`config.mk`:
```
export PLATFORM = sky130hd
export DESIGN_NAME = operand_sequencer
export DESIGN_NICKNAME = d
export VERILOG_FILES = /design/src/rtl/operand_sequencer_pkg.sv /design/src/rtl/operand_sequencer_go_phase_timer.sv /design/src/rtl/operand_sequencer.sv
export SDC_FILE = /design/constraint.sdc
export NUM_CORES = 1
export LEC_CHECK = 0
export ABC_AREA = 1
export BUFFER_PORTS_ARGS = -buffer_cell sky130_fd_sc_hd__buf_4
export CAP_MARGIN = 25
export CORE_UTILIZATION = 45
export CTS_BUF_LIST = sky130_fd_sc_hd__clkbuf_16
export DETAILED_ROUTE_END_ITERATION = 8
export PLACE_DENSITY_LB_ADDON = 0.05
export SETUP_SLACK_MARGIN = 0.15
export SKIP_LAST_GASP = 1
export SYNTH_ARGS = -nofsm -noshare
export SYNTH_HDL_FRONTEND = slang
export SYNTH_SLANG_ARGS = --single-unit
```
`constraint.sdc`:
```
create_clock -name clk -period 5.75 [get_ports clk]
set_input_delay 0.575 -clock clk [delete_from_list [all_inputs] [get_ports clk]]
set_output_delay 0.575 -clock clk [all_outputs]
set_load 0.1 [all_outputs]
```
`src/rtl/operand_sequencer_pkg.sv`:
```
// Shared types and defaults for the operand sequencer that feeds the polynomial compute block.
package operand_sequencer_pkg;

  typedef enum logic [2:0] {
    IDLE     = 3'd0,
    SETUP    = 3'd1,
    GO_HI    = 3'd2,
    GO_LO    = 3'd3,
    WAIT_RES = 3'd4,
    SETTLE   = 3'd5,
    DONE     = 3'd6
  } seq_state_e;

  localparam logic [1:0] IDX_A = 2'd0;
  localparam logic [1:0] IDX_B = 2'd1;
  localparam logic [1:0] IDX_C = 2'd2;
  localparam logic [1:0] IDX_X = 2'd3;

  localparam int DEF_DATA_W         = 8;
  localparam int DEF_GO_HIGH_CYCLES = 2;
  localparam int DEF_GO_LOW_CYCLES  = 2;
  localparam int DEF_TIMEOUT_CYCLES = 255;

  function automatic int max3(input int a, input int b, input int c);
    int m;
    m = (a > b) ? a : b;
    return (m > c) ? m : c;
  endfunction

endpackage

```
`src/rtl/operand_sequencer_go_phase_timer.sv`:
```
// Loadable down-counter; tc is high once the loaded phase length has elapsed.
module go_phase_timer #(
  parameter int CNT_W = 8
) (
  input  logic             clk,
  input  logic             reset,
  input  logic             load,
  input  logic [CNT_W-1:0] load_value,
  output logic             tc
);

  logic [CNT_W-1:0] count;

  always_ff @(posedge clk or posedge reset) begin
    if (reset) begin
      count <= '0;
    end else if (load) begin
      count <= load_value;
    end else if (count != '0) begin
      count <= count - 1'b1;
    end
  end

  assign tc = (count == '0);

endmodule

```
`src/rtl/operand_sequencer.sv`:
```
// Latches A/B/C/X on start and replays them over the Go/DataIn handshake, then waits for the result.
// Optional OPERAND_SEQUENCER_STATS_EN adds saturating run_count / timeout_count outputs.
module operand_sequencer
  import operand_sequencer_pkg::*;
#(
  parameter int DATA_W         = DEF_DATA_W,
  parameter int GO_HIGH_CYCLES = DEF_GO_HIGH_CYCLES,
  parameter int GO_LOW_CYCLES  = DEF_GO_LOW_CYCLES,
  parameter int TIMEOUT_CYCLES = DEF_TIMEOUT_CYCLES
) (
  input  logic              clk,
  input  logic              reset,
  input  logic              start,
  input  logic [DATA_W-1:0] op_a,
  input  logic [DATA_W-1:0] op_b,
  input  logic [DATA_W-1:0] op_c,
  input  logic [DATA_W-1:0] op_x,
  output logic              go,
  output logic [DATA_W-1:0] data_out,
  input  logic [DATA_W-1:0] result_in,
  input  logic              result_valid_in,
  output logic              busy,
  output logic [DATA_W-1:0] result,
  output logic              done,
  output logic              timeout
`ifdef OPERAND_SEQUENCER_STATS_EN
  ,
  output logic [15:0]       run_count,
  output logic [7:0]        timeout_count
`endif
);

  localparam int CNT_W = $clog2(max3(GO_HIGH_CYCLES, GO_LOW_CYCLES, TIMEOUT_CYCLES) + 1);
  localparam logic [CNT_W-1:0] HI_LOAD   = CNT_W'(GO_HIGH_CYCLES - 1);
  localparam logic [CNT_W-1:0] LO_LOAD   = CNT_W'(GO_LOW_CYCLES - 1);
  localparam logic [CNT_W-1:0] WAIT_LOAD = CNT_W'(TIMEOUT_CYCLES - 1);

  seq_state_e        state, next_state;
  logic [1:0]        idx, idx_d;
  logic [DATA_W-1:0] a_q, b_q, c_q, x_q;
  logic [DATA_W-1:0] data_d, result_d;
  logic              go_d, busy_d, done_d, timeout_d, accept;
  logic              timer_load, timer_tc;
  logic [CNT_W-1:0]  timer_value;

  go_phase_timer #(.CNT_W(CNT_W)) u_timer (
    .clk        (clk),
    .reset      (reset),
    .load       (timer_load),
    .load_value (timer_value),
    .tc         (timer_tc)
  );

  always_ff @(posedge clk or posedge reset) begin
    if (reset) begin
      state <= IDLE;
    end else begin
      state <= next_state;
    end
  end

  // The timer is reloaded on entry to each timed phase, so tc marks that phase's last cycle.
  always_comb begin
    next_state  = state;
    timer_load  = 1'b0;
    timer_value = '0;
    case (state)
      IDLE:     if (start) next_state = SETUP;
      SETUP: begin
        next_state  = GO_HI;
        timer_load  = 1'b1;
        timer_value = HI_LOAD;
      end
      GO_HI: if (timer_tc) begin
        next_state  = GO_LO;
        timer_load  = 1'b1;
        timer_value = LO_LOAD;
      end
      GO_LO: if (timer_tc) begin
        if (idx == IDX_X) begin
          next_state  = WAIT_RES;
          timer_load  = 1'b1;
          timer_value = WAIT_LOAD;
        end else begin
          next_state = SETUP;
        end
      end
      WAIT_RES: begin
        if (result_valid_in)  next_state = SETTLE;
        else if (timer_tc)    next_state = DONE;
      end
      SETTLE:   next_state = DONE;
      DONE:     next_state = IDLE;
      default:  next_state = IDLE;
    endcase
  end

  always_comb begin
    accept    = (state == IDLE) && start;
    go_d      = (next_state == GO_HI);
    busy_d    = (next_state != IDLE);
    done_d    = (next_state == DONE);
    idx_d     = idx;
    data_d    = data_out;
    timeout_d = timeout;
    result_d  = result;
    if (accept) begin
      idx_d     = IDX_A;
      data_d    = op_a;
      timeout_d = 1'b0;
      result_d  = '0;
    end else if (state == GO_LO && timer_tc && idx != IDX_X) begin
      idx_d = idx + 2'd1;
      case (idx_d)
        IDX_A:   data_d = a_q;
        IDX_B:   data_d = b_q;
        IDX_C:   data_d = c_q;
        default: data_d = x_q;
      endcase
    end
    if (state == WAIT_RES && !result_valid_in && timer_tc) begin
      timeout_d = 1'b1;
      result_d  = '0;
    end
    // The compute block's result register lags its valid by a cycle, so capture one cycle later.
    if (state == SETTLE) result_d = result_in;
  end

  always_ff @(posedge clk or posedge reset) begin
    if (reset) begin
      idx      <= IDX_A;
      a_q      <= '0;
      b_q      <= '0;
      c_q      <= '0;
      x_q      <= '0;
      data_out <= '0;
      go       <= 1'b0;
      busy     <= 1'b0;
      done     <= 1'b0;
      timeout  <= 1'b0;
      result   <= '0;
    end else begin
      if (accept) begin
        a_q <= op_a;
        b_q <= op_b;
        c_q <= op_c;
        x_q <= op_x;
      end
      idx      <= idx_d;
      data_out <= data_d;
      go       <= go_d;
      busy     <= busy_d;
      done     <= done_d;
      timeout  <= timeout_d;
      result   <= result_d;
    end
  end

`ifdef OPERAND_SEQUENCER_STATS_EN
  always_ff @(posedge clk or posedge reset) begin
    if (reset) begin
      run_count     <= '0;
      timeout_count <= '0;
    end else if (done_d) begin
      if (timeout_d) begin
        if (timeout_count != '1) timeout_count <= timeout_count + 8'd1;
      end else begin
        if (run_count != '1) run_count <= run_count + 16'd1;
      end
    end
  end
`endif

endmodule

```
==> impl_metrics.json <==
{
  "status": "completed",
  "yosys.area.top_type_share_pct": 51.3,
  "ir_drop_mv": 0.253,
  "clkLatencyLatePin_ns": 0.33,
  "met2WireLength_um": 3430,
  "slew_headroom_pct": 44.7,
  "nFillCells": 645,
  "design_area_sq_um": 3930,
  "synth.cell_area_sq_um": 3170,
  "crit_chain": "inv_2 -> nand3_2 -> buf_4 -> inv_2 -> a21oi_1 -> nand3_2 -> inv_1 -> nand2_1",
  "ios": 64,
  "cts_hold_buf": 0,
  "yosysUniqueCellTypes": 27,
  "synth.area.top_cells": "dfrtp_1 51%, nand2_1 15%, nor2_1 4.6%",
  "cts_made_buffers": 9,
  "synth_seq_cells": 65,
  "drt_iter0_markers": 136,
  "die_height_um": 85.9,
  "ys.flop_type": "dfrtp_1",
  "place_area_sq_um": 3680,
  "io_buffer_count": 63,
  "die-area_sq_um": 7390,
  "fin_hold_ws_ns": 0.438,
  "cts_resized": 0,
  "drive_above_1_share_pct": 24.5,
  "cp_slowest_cell": "dfrtp_1",
  "first_pass_iters": 4,
  "core-area_sq_um": 6790,
  "initial_core_util_pct": 46.7,
  "final_cells": 545,
  "synth_common_cells": "128 x nand2_1, 65 x dfrtp_1, 39 x nor2_1",
  "gp_congestion": 0.771,
  "num_antenna_cells": 0,
  "viasPerCell": 4.80,
  "ys_seq_area_share_pct": 51.3,
  "synth_enable_flop_cells": 0,
  "rsz0062_at_grt": "no",
  "hold_viol": 0,
  "start_kind": "flip-flop",
  "critPathMaxStageDelay_ns": 0.45,
  "worst_ep_arrival_time_ns": 2.27,
  "drc": 0,
  "p_leak_nw": 2.03,
  "cts_tree": "built",
  "dieWidth_um": 85.9,
  "cp-end-kind": "flip-flop",
  "drt-wirelength-per-cell_um": 12.6,
  "pre_cts_ws_ns": 3.54,
  "grt_pass1_vias": 2501,
  "clock_path_buffers": 2,
  "path_class": "reg2reg",
  "max-cap-violations": 0,
  "synth-async-reset-ratio_pct": 100,
  "grt_use_total_pct": 20.2,
  "cts_root_buf": "clkbuf_16",
  "nNetsFinal": 496,
  "crit_cells": 8,
  "tns_ns": 0,
  "wl_met1_um": 3060,
  "setup_slack_ns": 3.69,
  "finalCoreUtilization_pct": 57.8,
  "placed_cells": 532,
  "numClockSinks": 65,
  "wl_um": 6890,
  "required_ns": 5.96,
  "timing.fmax_mhz": 487,
  "syn_avg_cell_area_sq_um": 8.21,
  "synthCells": 386,
  "fp-row-count": 30,
  "grt_pass1_wl_um": 11400,
  "slew_violations": 0,
  "met3_wirelength_um": 279,
  "grt_start_max_net_pins": 66,
  "clk_pin_slew_ns": 0.05,
  "via_count": 2618,
  "hold_class": "in2reg",
  "cp_num_buf_inv": 4,
  "finalClockSkew_ns": 0.00668,
  "critPathTopFamily": "buffers and inverters",
  "hpwl_um": 4610,
  "ant_nets": 0,
  "worst_slew_pin_slew_ns": 0.830,
  "min_path_cells": 3,
  "yosys_warnings": 0,
  "globalRouteOverflowTotal": 0,
  "cts_setup_buffers": 0,
  "critPathMaxFanout": 54,
  "setup_viol": 0,
  "syn_to_final_growth_pct": 23.8,
  "p_per_area_nw_per_um2": 554,
  "antenna_found_initial": 0,
  "top_layer": "met4",
  "finalCritPeriodShare_pct": 35.7,
  "cts_htree_levels": 3,
  "yosysMostFrequentCell": "nand2_1",
  "fin_crit_ns": 2.06,
  "r2r_cells": 8,
  "synth_top_area_cell": "dfrtp_1",
  "p_total_mw": 2.17,
  "synth_fp_nets": 435
}
metal layers:
metal / track usage [%] / vias to the layer above
met1: 24.0 / 1231
met4: 6.82 / 0
met2: 35.0 / 57
met5: 0 / -
met3: 5.77 / 8
li1: - / 1322
tightest hold or removal path, stage by stage:
cell and delay (ns):
buf_4 0.07, nand2_1 0.04, nand2_1 0.04
state kept, by name, indices dropped and copies added (netlist names):
signal and count:
a_q 8, b_q 8, c_q 8, data_out 8, result 8, u_timer.count 8
x_q 8, state 3, idx 2, busy 1, done 1, go 1
timeout 1
logic make-up after synthesis:
logic type | Yosys count | share of synthesized area, %
simple gates | 203 | 28.0
flops | 65 | 51.3
compound gates | 55 | 10.1
buf+inv | 54 | 7.58
fa+ha+maj | 5 | 1.97
xor+xnor | 4 | 1.11
placed cells by master (no fill, tap or decap), drive strengths merged:
cell	netlist	final
nor2	48	48
dfrtp	65	65
ha	5	5
xnor2	1	1
clkinv	0	2
nand4	2	2
a31oi	1	1
a21oi	27	27
buf	11	65
xor2	3	3
nor3	2	2
nand3	20	20
nand2	131	131
o21ai	25	25
o31ai	1	1
inv	39	41
clkbuf	4	9
o211ai	1	1
final cells by class:
| class | instances | area (sq um) | share of cell area [%] |
|---|---|---|---|
| sequential | 65 | 1630 | 41.4 |
| tap | 96 | 120 | 3.06 |
| clock inverter | 4 | 16.3 | 0.414 |
| timing repair buffer | 65 | 488 | 12.4 |
| clock buffer | 9 | 225 | 5.74 |
| multi-input combinational | 267 | 1300 | 33.2 |
| inverter | 39 | 146 | 3.73 |
power breakdown:
part | switching [mW] | total, mW | internal [mW]
sequential | 0.114 | 0.752 | 0.638
clock | 0.177 | 0.455 | 0.278
combinational | 0.689 | 0.967 | 0.278
final timing paths:
path | startpoint | end | slack (ns)
setup / recovery | state[2]$_DFF_PP0_ | busy$_DFF_PP0_ | 3.69
hold / removal | op_b[3] | b_q[3]$_DFFE_PP0P_ | 0.44
setup reg to reg | state[2]$_DFF_PP0_ | busy$_DFF_PP0_ | 3.69
hold reg to reg | b_q[4]$_DFFE_PP0P_ | b_q[4]$_DFFE_PP0P_ | 0.48
max in group asynchronous | reset | data_out[6]$_DFFE_PP0P_ | 4.70
min in group asynchronous | reset | result[0]$_DFFE_PP0P_ | 0.49
(Power assumes the default switching activity.)
